===== src/rtl/wb_mem_responder_if.sv =====
// Wishbone classic bus bundle between an initiator and wb_mem_responder.
// wb_err_o and its modport entries exist only when WB_RESP_ERR_EN is defined.
interface wb_mem_responder_if #(
  parameter int ADDR_W = 16,
  parameter int DATA_W = 32,
  parameter int STRB_W = DATA_W / 8
);
  logic [ADDR_W-1:0] wb_adr_i;
  logic [DATA_W-1:0] wb_dat_i;
  logic              wb_we_i;
  logic              wb_stb_i;
  logic              wb_cyc_i;
  logic [STRB_W-1:0] wb_sel_i;
  logic [DATA_W-1:0] wb_dat_o;
  logic              wb_ack_o;
`ifdef WB_RESP_ERR_EN
  logic              wb_err_o;

  modport master (
    output wb_adr_i, wb_dat_i, wb_we_i, wb_stb_i, wb_cyc_i, wb_sel_i,
    input  wb_dat_o, wb_ack_o, wb_err_o
  );

  modport slave (
    input  wb_adr_i, wb_dat_i, wb_we_i, wb_stb_i, wb_cyc_i, wb_sel_i,
    output wb_dat_o, wb_ack_o, wb_err_o
  );
`else
  modport master (
    output wb_adr_i, wb_dat_i, wb_we_i, wb_stb_i, wb_cyc_i, wb_sel_i,
    input  wb_dat_o, wb_ack_o
  );

  modport slave (
    input  wb_adr_i, wb_dat_i, wb_we_i, wb_stb_i, wb_cyc_i, wb_sel_i,
    output wb_dat_o, wb_ack_o
  );
`endif
endinterface


===== src/rtl/wb_mem_responder.sv =====
// Wishbone classic responder backed by a small word-addressed register memory,
// with programmable wait states. Define WB_RESP_ERR_EN for error termination.
module wb_mem_responder #(
  parameter int ADDR_W      = 16,
  parameter int DATA_W      = 32,
  parameter int STRB_W      = DATA_W / 8,
  parameter int DEPTH       = 16,
  parameter int WAIT_CYCLES = 0
) (
  input  logic              clk,
  input  logic              reset,
  wb_mem_responder_if.slave wb
);

  localparam int                SHIFT    = $clog2(STRB_W);
  localparam int                IDX_W    = $clog2(DEPTH);
  localparam logic [ADDR_W-1:0] DEPTH_A  = ADDR_W'(DEPTH);
  localparam logic [7:0]        CNT_INIT = (WAIT_CYCLES > 0) ? 8'(WAIT_CYCLES - 1) : 8'd0;
  localparam bit                NO_WAIT  = (WAIT_CYCLES == 0);

  typedef enum logic [1:0] {
    ST_IDLE = 2'd0,
    ST_WAIT = 2'd1,
    ST_ACK  = 2'd2
  } state_t;

  state_t            state_r, next_state_s;
  logic [7:0]        cnt_r, cnt_nxt_s;
  logic [ADDR_W-1:0] adr_r;
  logic [DATA_W-1:0] wdat_r;
  logic [STRB_W-1:0] sel_r;
  logic              we_r;
  logic              ack_r, ack_nxt_s;
  logic [DATA_W-1:0] rdat_r, rdat_nxt_s;
  logic [DATA_W-1:0] mem_r [DEPTH];

  logic              req_s, capture_s, enter_ack_s, wr_en_s, rd_load_s, in_range_s;
  logic [ADDR_W-1:0] req_adr_s, word_idx_s;
  logic [DATA_W-1:0] req_dat_s;
  logic [STRB_W-1:0] req_sel_s;
  logic              req_we_s;
  logic [IDX_W-1:0]  mem_idx_s;
`ifdef WB_RESP_ERR_EN
  logic              err_r, err_nxt_s;
`endif

  function automatic logic [DATA_W-1:0] merge_bytes(
    input logic [DATA_W-1:0] old_w,
    input logic [DATA_W-1:0] new_w,
    input logic [STRB_W-1:0] sel
  );
    logic [DATA_W-1:0] res;
    res = old_w;
    for (int b = 0; b < STRB_W; b++) begin
      if (sel[b]) res[b*8 +: 8] = new_w[b*8 +: 8];
      else        res[b*8 +: 8] = old_w[b*8 +: 8];
    end
    return res;
  endfunction

  // Live bus fields in IDLE (zero-wait path), captured copies afterwards.
  always_comb begin
    req_s = wb.wb_cyc_i & wb.wb_stb_i;
    if (state_r == ST_IDLE) begin
      req_adr_s = wb.wb_adr_i;
      req_dat_s = wb.wb_dat_i;
      req_sel_s = wb.wb_sel_i;
      req_we_s  = wb.wb_we_i;
    end else begin
      req_adr_s = adr_r;
      req_dat_s = wdat_r;
      req_sel_s = sel_r;
      req_we_s  = we_r;
    end
    word_idx_s = req_adr_s >> SHIFT;
    mem_idx_s  = word_idx_s[IDX_W-1:0];
    in_range_s = (word_idx_s < DEPTH_A);
  end

  // State register.
  always_ff @(posedge clk or negedge reset) begin
    if (!reset) state_r <= ST_IDLE;
    else        state_r <= next_state_s;
  end

  // Next-state logic; a dropped strobe or cycle during WAIT abandons the access.
  always_comb begin
    next_state_s = state_r;
    case (state_r)
      ST_IDLE: begin
        if (req_s) next_state_s = NO_WAIT ? ST_ACK : ST_WAIT;
        else       next_state_s = ST_IDLE;
      end
      ST_WAIT: begin
        if (!req_s)              next_state_s = ST_IDLE;
        else if (cnt_r == 8'd0)  next_state_s = ST_ACK;
        else                     next_state_s = ST_WAIT;
      end
      ST_ACK:  next_state_s = ST_IDLE;
      default: next_state_s = ST_IDLE;
    endcase
  end

  // Output and datapath decode; everything lands on the edge that enters ACK.
  always_comb begin
    enter_ack_s = (next_state_s == ST_ACK);
    capture_s   = (state_r == ST_IDLE) && req_s;
    case (state_r)
      ST_IDLE: begin
        if (req_s && !NO_WAIT) cnt_nxt_s = CNT_INIT;
        else                   cnt_nxt_s = 8'd0;
      end
      ST_WAIT: begin
        if (req_s && (cnt_r != 8'd0)) cnt_nxt_s = cnt_r - 8'd1;
        else                          cnt_nxt_s = 8'd0;
      end
      default: cnt_nxt_s = 8'd0;
    endcase
    wr_en_s = enter_ack_s && req_we_s && in_range_s;
    if (in_range_s) rdat_nxt_s = mem_r[mem_idx_s];
    else            rdat_nxt_s = '0;
`ifdef WB_RESP_ERR_EN
    ack_nxt_s = enter_ack_s && in_range_s;
    err_nxt_s = enter_ack_s && !in_range_s;
    rd_load_s = enter_ack_s && (!req_we_s || !in_range_s);
`else
    ack_nxt_s = enter_ack_s;
    rd_load_s = enter_ack_s && !req_we_s;
`endif
  end

  // Registered responses, request capture, counter and memory array.
  always_ff @(posedge clk or negedge reset) begin
    if (!reset) begin
      cnt_r  <= 8'd0;
      adr_r  <= '0;
      wdat_r <= '0;
      sel_r  <= '0;
      we_r   <= 1'b0;
      ack_r  <= 1'b0;
      rdat_r <= '0;
`ifdef WB_RESP_ERR_EN
      err_r  <= 1'b0;
`endif
      for (int i = 0; i < DEPTH; i++) mem_r[i] <= '0;
    end else begin
      cnt_r <= cnt_nxt_s;
      ack_r <= ack_nxt_s;
`ifdef WB_RESP_ERR_EN
      err_r <= err_nxt_s;
`endif
      if (capture_s) begin
        adr_r  <= wb.wb_adr_i;
        wdat_r <= wb.wb_dat_i;
        sel_r  <= wb.wb_sel_i;
        we_r   <= wb.wb_we_i;
      end
      if (wr_en_s)   mem_r[mem_idx_s] <= merge_bytes(mem_r[mem_idx_s], req_dat_s, req_sel_s);
      if (rd_load_s) rdat_r <= rdat_nxt_s;
    end
  end

  assign wb.wb_ack_o = ack_r;
  assign wb.wb_dat_o = rdat_r;
`ifdef WB_RESP_ERR_EN
  assign wb.wb_err_o = err_r;
`endif

endmodule


===== src/flat_wrapper.sv =====
// flat-port wrapper written by rule: the top's interface ports become plain ports
module wb_mem_responder_flat 
#(
  parameter int ADDR_W      = 16,
  parameter int DATA_W      = 32,
  parameter int STRB_W      = DATA_W / 8,
  parameter int DEPTH       = 16,
  parameter int WAIT_CYCLES = 0
)
  (clk, reset, wb_wb_adr_i, wb_wb_dat_i, wb_wb_we_i, wb_wb_stb_i, wb_wb_cyc_i, wb_wb_sel_i, wb_wb_dat_o, wb_wb_ack_o);
  wb_mem_responder_if #(.ADDR_W(ADDR_W), .DATA_W(DATA_W), .STRB_W(STRB_W)) wb_i ();
  input  logic clk;
  input  logic reset;
  input wire logic [$bits(wb_i.wb_adr_i)-1:0] wb_wb_adr_i;
  input wire logic [$bits(wb_i.wb_dat_i)-1:0] wb_wb_dat_i;
  input wire logic [$bits(wb_i.wb_we_i)-1:0] wb_wb_we_i;
  input wire logic [$bits(wb_i.wb_stb_i)-1:0] wb_wb_stb_i;
  input wire logic [$bits(wb_i.wb_cyc_i)-1:0] wb_wb_cyc_i;
  input wire logic [$bits(wb_i.wb_sel_i)-1:0] wb_wb_sel_i;
  output wire logic [$bits(wb_i.wb_dat_o)-1:0] wb_wb_dat_o;
  output wire logic [$bits(wb_i.wb_ack_o)-1:0] wb_wb_ack_o;
  assign wb_i.wb_adr_i = wb_wb_adr_i;
  assign wb_i.wb_dat_i = wb_wb_dat_i;
  assign wb_i.wb_we_i = wb_wb_we_i;
  assign wb_i.wb_stb_i = wb_wb_stb_i;
  assign wb_i.wb_cyc_i = wb_wb_cyc_i;
  assign wb_i.wb_sel_i = wb_wb_sel_i;
  assign wb_wb_dat_o = wb_i.wb_dat_o;
  assign wb_wb_ack_o = wb_i.wb_ack_o;
  wb_mem_responder #(.ADDR_W(ADDR_W), .DATA_W(DATA_W), .STRB_W(STRB_W), .DEPTH(DEPTH), .WAIT_CYCLES(WAIT_CYCLES)) u_core (.clk(clk), .reset(reset), .wb(wb_i));
endmodule

===== config.mk =====
export PLATFORM = sky130hd
export DESIGN_NAME = wb_mem_responder_flat
export DESIGN_NICKNAME = d
export VERILOG_FILES = /design/src/rtl/wb_mem_responder_if.sv /design/src/rtl/wb_mem_responder.sv /design/src/flat_wrapper.sv
export SDC_FILE = /design/constraint.sdc
export NUM_CORES = 1
export LEC_CHECK = 0
export ABC_AREA = 1
export BUFFER_PORTS_ARGS = -buffer_cell sky130_fd_sc_hd__buf_2
export CELL_PAD_IN_SITES_DETAIL_PLACEMENT = 0
export CELL_PAD_IN_SITES_GLOBAL_PLACEMENT = 2
export CORE_MARGIN = 2
export CORE_UTILIZATION = 30
export CTS_CLUSTER_SIZE = 8
export DETAILED_ROUTE_END_ITERATION = 7
export PLACE_DENSITY = 0.67
export SKIP_LAST_GASP = 1
export SYNTH_ARGS = -nofsm -noshare
export SYNTH_HDL_FRONTEND = slang
export SYNTH_SLANG_ARGS = --single-unit
export TNS_END_PERCENT = 30

===== constraint.sdc =====
create_clock -name clk -period 6.6 [get_ports clk]
set_input_delay 0.99 -clock clk [delete_from_list [all_inputs] [get_ports clk]]
set_output_delay 0.99 -clock clk [all_outputs]
set_load 0.01 [all_outputs]

==> results of run 1 <==
-- flip-flops by register name, indices dropped and copies added (netlist names) --
signal and flops:
u_core.adr_r 14, u_core.cnt_r 8, u_core.mem_r 512, u_core.sel_r 4, u_core.state_r 2, u_core.wb.wb_ack_o 1
u_core.wb.wb_dat_o 32, u_core.wdat_r 32, u_core.we_r 1
-- cells by family after synthesis --
family / count (synthesis)
and+or+nand+nor: 2714
adders and majority gates: 1
xor gates and xnor gates: 4
buffers and inverters: 583
DFF: 606
AOI/OAI and AO/OA: 191
-- critical path, cell delays in order (launching register included) --
cell and delay (ps):
dfrtp_1 510, inv_2 60, nand2_2 490, buf_4 460, o21ai_1 220, nor2_4 640, nand4_1 600, nor2_4 640
buf_4 530, nand3_1 130, nand2_1 70
-- power breakdown --
part | switching (mW) | internal (mW)
Sequential | 0.0276 | 3.78
Clock | 1.68 | 2.31
Combinational | 1.07 | 0.304
Total | 2.77 | 6.39
-- final timing paths --
path,to,slack [ps],depth (start not counted)
worst max-delay path,u_core.mem_r[159],2120,10
worst min-delay path,u_core.cnt_r[3],400,1
worst max register to register,u_core.mem_r[159],2120,10
worst min register to register,u_core.cnt_r[0],420,1
max in group asynchronous,u_core.mem_r[176],4720,2
min in group clk,u_core.cnt_r[0],420,1
-- synth_stat cells --
master / count
a21oi_1: 3
a21oi_2: 1
buf_1: 6
buf_2: 149
buf_4: 14
buf_6: 1
clkbuf_1: 110
dfrtp_1: 606
ha_1: 1
inv_1: 302
inv_2: 1
nand2_1: 1558
nand2_2: 7
nand2_4: 2
nand3_1: 679
nand3_2: 40
nand3b_1: 183
nand4_1: 3
nand4_2: 2
nor2_1: 225
nor2_2: 10
nor2_4: 3
nor3_1: 1
nor4_1: 1
o211ai_1: 32
o21ai_0: 102
o21ai_1: 45
o21ai_2: 2
o22ai_1: 6
xnor2_1: 3
xor2_1: 1
-- layout make-up --
class                      count  area, um2
inverter                     303       1140
timing repair buffer         206       1510
multi-input combinational   2910      13400
tap                         1368       1710
clock buffer                  89       2180
sequential                   606      15200
fill                       10900      66600
clock inverter                 4       46.3
-- routing by layer --
layer,up-vias,share of wire [%]
met3,158,4.7
li1,13000,-
met4,0,2.0
met5,-,0
met1,13800,46
met2,759,48
==> summary.txt, run 1 <==
Outcome
  – Status: finished clean

Floorplanning
  – Core area: 102,000 um2
  – Die Width: 324 um
  – Chip height: 324 um
  – # IOs: 90
  – Full die area: 105,000 um2
  – Starting Density: between 30% and 40%
  – Rows: 117

Timing
  – Setup TNS: 0 ps
  – Worst Clk Skew: 24.2 ps
  – Final Max Tran Viols: 0
  – RSZ-0062 raised after global routing: no
  – Fin crit share: roughly 68%
  – Final setup vio count: 0
  – Worst-margin pin slew: 947 ps
  – Final hold violations: 0
  – Slew HR: 36.9%
  – Fmax: approximately 220 MHz
  – Hold_ws: ~400 ps
  – Final WS setup: 2120 ps
  – Final min period: 4480 ps

CTS
  – TritonCTS clock tree: built
  – Post-CTS Hold Buffers: 0
  – Reg clk slew, reported paths: 60 ps
  – CTS root buf: clkbuf_16
  – Clock buffer depth: 3
  – Cts repair resizes: 0
  – H-tree levels: 3
  – Post-CTS Setup Inserts: 0
  – Worst skew pair latency: about 650 ps
  – CTS Sinks: 606
  – Num CTS Buffers: 85

Global route
  – Met1 usage in global routing: 34.4%
  – Busiest grt layer: met2
  – Vias in the first global route: 27.4k
  – Largest net degree at the start of global routing: 154
  – Initial antenna violation count: 1
  – Total GRT Usage: 25.0%
  – Grt met3 use: 2.83%
  – First-pass GRT wire length: 194,000 um
  – GR Overflow Total: 0
  – GRT met2 Usage: approximately 42%

Routing
  – Vias per cell: 5.06
  – Drt drc: 0
  – Antenna viol nets, final: 0
  – Pre-Repair DR Iteration Count: 5
  – Via count: 27.7k
  – DR WL/cell: 24.1 um
  – Total routed wirelength: 132,000 um
  – 1st-iter DRT viols: 2,652

Cells and area
  – Nets: 4,170
  – # diodes: 0
  – Final non-filler cell total: 5,486
  – Final Core Density: 34.6%
  – Commonest non-fill, non-tap cells in the layout: nand2_1 (1,553), nand3_1 (671), dfrtp_1 (606)
  – Post-Layout Inst Area: around 35,000 um2
  – Layout cells sized above 1: 9.57%
  – Synth-to-layout area growth: 14.3%
  – Most common cell after layout, fill and taps aside: nand2_1

Setup path
  – Crit path DAT: 5050 ps
  – Nature of the critical path startpoint: flip-flop
  – CP required: 7160 ps
  – Crit. Startpoint: u_core.state_r[0]
  – RR Startpoint: u_core.state_r[0]
  – Crit path kind: reg2reg
  – Worst setup EP type: flip-flop
  – CP max FO: 37

Flow run
  – # Max-Cap Violations: 0

Yosys
  – Mux cell area share after synthesis: 0%
  – Top cell type's share of synthesized area: 49.3%
  – Post-Syn Instances: 4,099
  – Largest cells by area after synthesis: dfrtp_1 (49%), nand2_1 (19%), nand3_1 (11%), nand3b_1 (4.5%), inv_1 (3.7%)
  – Yosys reg bits: 606
  – Synthesized area: 30,800 um2
  – Part of the Yosys area used for sequential elements: 49.3%
  – Ys Warns: 0
  – Largest family of logic cells by synthesized area: simple AND/OR/NAND/NOR gates
  – Avg Cell Area, Syn: 7.51 um2
  – Synth Area in Adders: 0.0406%
  – Simple-gate share of the synthesized area: 39.2%
  – Synth area leader: dfrtp_1
  – Complex-gate fraction of the synthesized area: 3.43%
  – Synth Area in XOR/XNOR: 0.114%
  – Syn nets: 4,157
  – Synth unique cells: 31

Power
  – Total chip power: just over 9 mW
  – LEAKAGE: 18.2 nW
  – Maximum VDD drop: 0.000162 V
  – PwrDens: 260 nW/um2

Placement
  – Routability Congestion: 0.769
  – Placed Instances: 5,393
  – Number of port buffers: between 80 and 90
  – Setup Slack @ Placement: 2120 ps
  – Area post-placement: 33,000 um2
  – Dpl hpwl: 73,800 um

Worst hold path
  – Worst hold path class: in2async
Power figures use the tool's default switching activity.
==> run 2: changes to the inputs <==
--- a/config.mk
+++ b/config.mk
@@ -13,7 +13,7 @@
 export CORE_UTILIZATION = 30
 export CTS_CLUSTER_SIZE = 8
 export DETAILED_ROUTE_END_ITERATION = 7
-export PLACE_DENSITY = 0.67
+export PLACE_DENSITY = 0.69
 export SKIP_LAST_GASP = 1
 export SYNTH_ARGS = -nofsm -noshare
 export SYNTH_HDL_FRONTEND = slang
==> constraint.sdc (replaced) <==
create_clock -name clk -period 3.7 [get_ports clk]
set_input_delay 0.555 -clock clk [delete_from_list [all_inputs] [get_ports clk]]
set_output_delay 0.555 -clock clk [all_outputs]
set_load 0.01 [all_outputs]
==> summary.txt, run 2 (synthesis results as in run 1) <==
Placement
  – Area post-placement: 33,700 um2
  – Number of port buffers: 87
  – Dpl hpwl: 77,300 um
  – Routability Congestion: 0.785

Global route
  – GR Overflow Total: 0
  – Vias in the first global route: 27.8k
  – First-pass GRT wire length: between 150,000 and 200,000 um
  – Total GRT Usage: 25.0%
  – Initial antenna violation count: 1
  – Largest net degree at the start of global routing: 79

Setup path
  – Crit Reg-Reg Endpoint: u_core.mem_r[159]
  – CP cell instances: nor2_4 -> nand2_1 -> o21ai_2 -> nand2_1 -> nor2_2 -> nand3_2 -> buf_12 -> nand2_1 -> nand2_1
  – RR Startpoint: u_core.state_r[0]
  – Crit path DAT: 3820 ps
  – Nature of the critical path startpoint: flip-flop
  – Worst Setup EP: u_core.mem_r[159]
  – Slowest CP cell: nand3_2
  – Crit-path max cell delay: 690 ps
  – Crit-path most repeated cell: nand2_1
  – R2R depth: 9
  – Worst setup EP type: flip-flop
  – CP required: ~4200 ps
  – CP max FO: 19
  – Crit. Startpoint: u_core.state_r[0]
  – Crit path kind: reg2reg
  – Worst reg2reg setup slack: 390 ps

Flow run
  – # Max-Cap Violations: 0

CTS
  – Num CTS Buffers: 86
  – Post-CTS Hold Buffers: 1
  – Worst skew pair latency: 660 ps
  – CTS root buf: clkbuf_16
  – Post-CTS Setup Inserts: 0
  – Clock buffer depth: 3
  – TritonCTS clock tree: built
  – CTS Sinks: 606
  – Cts repair resizes: 0
  – H-tree levels: 3
  – Reg clk slew, reported paths: 50 ps

Power
  – LEAKAGE: 18.7 nW
  – Maximum VDD drop: ~0.00034 V
  – Clk pwr share: 44.2%
  – Power Internal: 11.6 mW
  – Comb pwr share: 15.2%
  – Net switching fraction of the power: between 30% and 40%
  – PwrDens: 462 nW/um2
  – Switching pwr: 5.06 mW
  – Sequential Power Share: 40.7%

Floorplanning
  – Core area: 102,000 um2
  – Chip height: 324 um
  – Starting Density: 30.3%
  – Die Width: 324 um
  – Rows: 117
  – Full die area: 105,000 um2
  – # IOs: 90

Timing
  – Setup TNS: 0 ps
  – Final hold violations: 0
  – Worst-margin pin slew: 890 ps
  – RSZ-0062 raised after global routing: no
  – Fmax: between 300 and 400 MHz
  – Fin crit share: 89.4%
  – Final Max Tran Viols: 0
  – Worst Clk Skew: 32.1 ps
  – Slew HR: 40.7%
  – Final setup vio count: 0
  – Final min period: 3310 ps

Cells and area
  – Filler instances: 10.9k
  – Layout cells sized above 1: 11.0%
  – Most common cell after layout, fill and taps aside: nand2_1
  – Post-Layout Inst Area: 36,100 um2
  – Biggest register: u_core.mem_r
  – Max reg flops: approximately 510
  – Final Core Density: between 30% and 40%
  – Commonest non-fill, non-tap cells in the layout: nand2_1 (1,553), nand3_1 (671), dfrtp_1 (606)
  – # diodes: 0
  – Nets: between 4k and 5k
  – Synth-to-layout area growth: 17.2%

Routing
  – 1st-iter DRT viols: 2,605
  – Highest Signal Layer: met4
  – DRT met1 WL: 58,300 um
  – DR WL met3: 6880 um
  – Antenna viol nets, final: 0
  – Routed wl met2: 63,800 um
  – Pre-Repair DR Iteration Count: 6
  – Total routed wirelength: 133,000 um
  – Via count: 28.2k
  – Drt drc: 0
  – Vias per cell: 5.07
  – DR WL/cell: 23.9 um

Worst hold path
  – Worst hold path class: in2reg

Outcome
  – Status: finished clean
## run 2: worst min path at each step
stage	from	cells after the start	to	slack, ps
after floorplan	reset	0	u_core.adr_r[10]	260
after global placement	u_core.cnt_r[0]	1	u_core.cnt_r[0]	420
after detailed placement	u_core.cnt_r[0]	1	u_core.cnt_r[0]	420
after CTS	wb_wb_adr_i[11]	3	u_core.adr_r[11]	120
after global routing	wb_wb_adr_i[11]	3	u_core.adr_r[11]	140
final	wb_wb_adr_i[11]	3	u_core.adr_r[11]	160
## run 2: routing by layer
layer  up-vias  global-route usage, %
met1     14000                   33.6
met3       188                   2.71
met2       824                   42.5
met4         0                   7.21
met5         -                      0
li1      13100                      -
## run 2: per-stage QoR
step,hold slack [ps],power (mW),worst slack (ps),std cells
floorplan,259,8.31,1390,4099
global placement,418,9.45,483,5454
detailed placement,422,9.45,457,5454
CTS,117,16.9,415,5553
global route,139,17.3,231,5553
finish,156,16.7,390,5553
## run 2: power groups by stage
| stage | Clock (mW) | Sequential, mW | Combinational (mW) |
|---|---|---|---|
| global route | 7.80 | 6.79 | 2.75 |
| floorplan | 0 | 6.89 | 1.42 |
| CTS | 7.54 | 6.79 | 2.55 |
| detailed placement | 0 | 6.90 | 2.55 |
| finish | 7.37 | 6.79 | 2.53 |
| global placement | 0 | 6.90 | 2.55 |
## run 2: cell type report
| class | count | area [um2] | area share [%] |
|---|---|---|---|
| clock buffer | 91 | 2210 | 6.14 |
| clock inverter | 7 | 126 | 0.350 |
| tap | 1368 | 1710 | 4.75 |
| sequential | 606 | 15200 | 42.0 |
| inverter | 303 | 1140 | 3.15 |
| multi-input combinational | 2910 | 13400 | 37.2 |
| timing repair buffer | 268 | 2310 | 6.40 |
## run 2: critical path: cells and delay by family, from the launching register on
kind | cells | cell delay, ps
AOI/OAI and AO/OA | 1 | 190
buffers and inverters | 1 | 420
DFF | 1 | 480
and+or+nand+nor | 7 | 2050
==> run 3: changes to the inputs <==
--- a/config.mk
+++ b/config.mk
@@ -7,13 +7,13 @@
 export LEC_CHECK = 0
 export ABC_AREA = 1
 export BUFFER_PORTS_ARGS = -buffer_cell sky130_fd_sc_hd__buf_2
-export CELL_PAD_IN_SITES_DETAIL_PLACEMENT = 0
-export CELL_PAD_IN_SITES_GLOBAL_PLACEMENT = 2
+export CELL_PAD_IN_SITES_DETAIL_PLACEMENT = 1
+export CELL_PAD_IN_SITES_GLOBAL_PLACEMENT = 1
 export CORE_MARGIN = 2
 export CORE_UTILIZATION = 30
 export CTS_CLUSTER_SIZE = 8
 export DETAILED_ROUTE_END_ITERATION = 7
-export PLACE_DENSITY = 0.69
+export PLACE_DENSITY = 0.58
 export SKIP_LAST_GASP = 1
 export SYNTH_ARGS = -nofsm -noshare
 export SYNTH_HDL_FRONTEND = slang
==> summary.txt, run 3 (synthesis results as in run 1) <==
Routing
  – Pre-Repair DR Iteration Count: 5
  – 1st-iter DRT viols: 2,172
  – Total routed wirelength: between 100,000 and 150,000 um
  – Vias per cell: 5.15
  – Drt drc: 0
  – Via count: about 29k
  – DR WL/cell: 23.7 um
  – Antenna viol nets, final: 0

Setup path
  – Worst reg2reg setup slack: 420 ps
  – Crit path DAT: 3810 ps
  – WP buf/inv: 2
  – CP max FO: 22
  – Crit Reg-Reg Endpoint: u_core.mem_r[460]
  – Crit path kind: reg2reg
  – CP cell instances: inv_2 -> nand2_2 -> nand2_2 -> nand2_4 -> nor2_4 -> buf_4 -> nand2_1 -> nand2_1 -> nor2_1 -> nor2_1 -> nand3_2 -> nand3_1 -> nand2_1
  – RR Startpoint: u_core.state_r[0]
  – Crit-path max cell delay: 600 ps
  – Slowest CP cell: nor2_4
  – CP required: 4230 ps
  – R2R depth: 13
  – CP top delay family: simple AND/OR/NAND/NOR gates
  – Crit. Startpoint: u_core.state_r[0]
  – Worst setup EP type: flip-flop
  – Crit-path most repeated cell: nand2_1
  – Nature of the critical path startpoint: flip-flop

Timing
  – Fmax: 305 MHz
  – Final setup vio count: 0
  – Final Max Tran Viols: 0
  – Worst-margin pin slew: 854 ps
  – Final min period: about 3300 ps
  – Worst Clk Skew: approximately 28 ps
  – Fin crit share: 88.6%
  – RSZ-0062 raised after global routing: no
  – Setup TNS: 0 ps
  – Final hold violations: 0
  – Slew HR: 42.9%

Placement
  – Routability Congestion: 0.780
  – Placed Instances: 5,440
  – Dpl hpwl: between 70,000 and 80,000 um
  – Number of port buffers: just under 90

Worst hold path
  – Min-Delay Path Depth: 3
  – WHS Endpoint: u_core.adr_r[11]
  – Hold_sp: wb_wb_adr_i[11]
  – Worst hold path class: in2reg

Cells and area
  – Final non-filler cell total: approximately 5.5k
  – Final Core Density: 35.2%
  – Commonest non-fill, non-tap cells in the layout: nand2_1 (1,553), nand3_1 (671), dfrtp_1 (606)
  – Synth-to-layout area growth: 16.3%
  – Biggest register: u_core.mem_r
  – Filler instances: 12.3k
  – Layout cells sized above 1: 10.7%
  – # diodes: 0
  – Max reg flops: 512
  – Nets: 4,219
  – Most common cell after layout, fill and taps aside: nand2_1

Global route
  – Initial antenna violation count: 0
  – Largest net degree at the start of global routing: 110
  – GR Overflow Total: 0
  – First-pass GRT wire length: 197,000 um
  – Vias in the first global route: 29.5k
  – Total GRT Usage: 24.9%

Power
  – LEAKAGE: 18.6 nW
  – PwrDens: roughly 460 nW/um2
  – Maximum VDD drop: 0.000289 V
  – Total chip power: 16.6 mW

CTS
  – Reg clk slew, reported paths: roughly 50 ps
  – CTS Sinks: between 600 and 700
  – H-tree levels: 3
  – TritonCTS clock tree: built
  – Clock buffer depth: 3
  – CTS root buf: clkbuf_16
  – Num CTS Buffers: 86
  – Cts repair resizes: 0
  – Worst skew pair latency: 660 ps

Flow run
  – # Max-Cap Violations: 0

Floorplanning
  – Core area: 102,000 um2
  – Rows: between 100 and 150
  – Full die area: about 110,000 um2
  – # IOs: 90
  – Die Width: 324 um
  – Starting Density: roughly 30%
  – Chip height: 324 um

Outcome
  – Status: finished clean
-- run 3: cell types whose count changed in the layout (fill, tap and decap cells not counted), sizes merged --
cell    before  now
clkbuf      91   95
clkinv       4    1
bufinv       1    0
inv        305  307
buf        267  253
-- run 3: worst max path at each step --
stage | slack [ps] | end | cells after the start
2_1_floorplan | 1390 | u_core.mem_r[129] | 13
3_3_place_gp | 470 | u_core.mem_r[268] | 13
3_5_place_dp | 400 | u_core.mem_r[141] | 13
4_1_cts | 390 | u_core.mem_r[443] | 11
5_1_grt | 200 | u_core.mem_r[172] | 13
6_report | 420 | u_core.mem_r[460] | 13
-- run 3: layout make-up --
type                    count  area [um2]  share of cell area (%)
repair buffers            254        2090                    5.83
inverters                 303        1140                    3.18
multi-input cells        2910       13400                    37.4
clock buffers              95        2260                    6.31
flip-flops and latches    606       15200                    42.3
clock inverters             5        40.0                   0.112
well taps                1368        1710                    4.78
-- run 3: power by group --
group | leakage, nW | internal (mW) | switching, mW | total (mW)
combinational | 9.09 | 0.611 | 1.92 | 2.54
clock | 1.13 | 4.24 | 3.04 | 7.28
sequential | 8.39 | 6.74 | 0.0517 | 6.79
-- run 3: repair_timing --
item,4_1_cts,5_1_grt
setup endpoints to repair,0,0
setup buffers,0,0
endpoints found under the hold margin,42,0
hold buffers,1,0
-- run 3: worst reg2reg max path, cell delays in order, from the launching register on --
cell and delay (ps):
dfrtp_1 480, inv_2 90, nand2_2 160, nand2_2 140
nand2_4 250, nor2_4 630, buf_4 330, nand2_1 70
nand2_1 60, nor2_1 40, nor2_1 230, nand3_2 400
nand3_1 190, nand2_1 70
-- run 3: routing by layer --
layer  wire length [um]  share of wire, %  global-route usage (%)
met3               6090               4.6                    3.10
met2              61900                47                    41.6
met5                  0                 0                       0
met1              60600                46                    34.2
met4               2900               2.2                    5.99
-- run 3: per-stage QoR --
step	worst slack [ps]	instance area, um2	hold slack (ps)
2_1_floorplan	1390	30800	259
3_3_place_gp	474	33500	415
3_5_place_dp	402	33500	422
4_1_cts	390	35800	129
5_1_grt	201	35800	152
6_report	420	35800	154
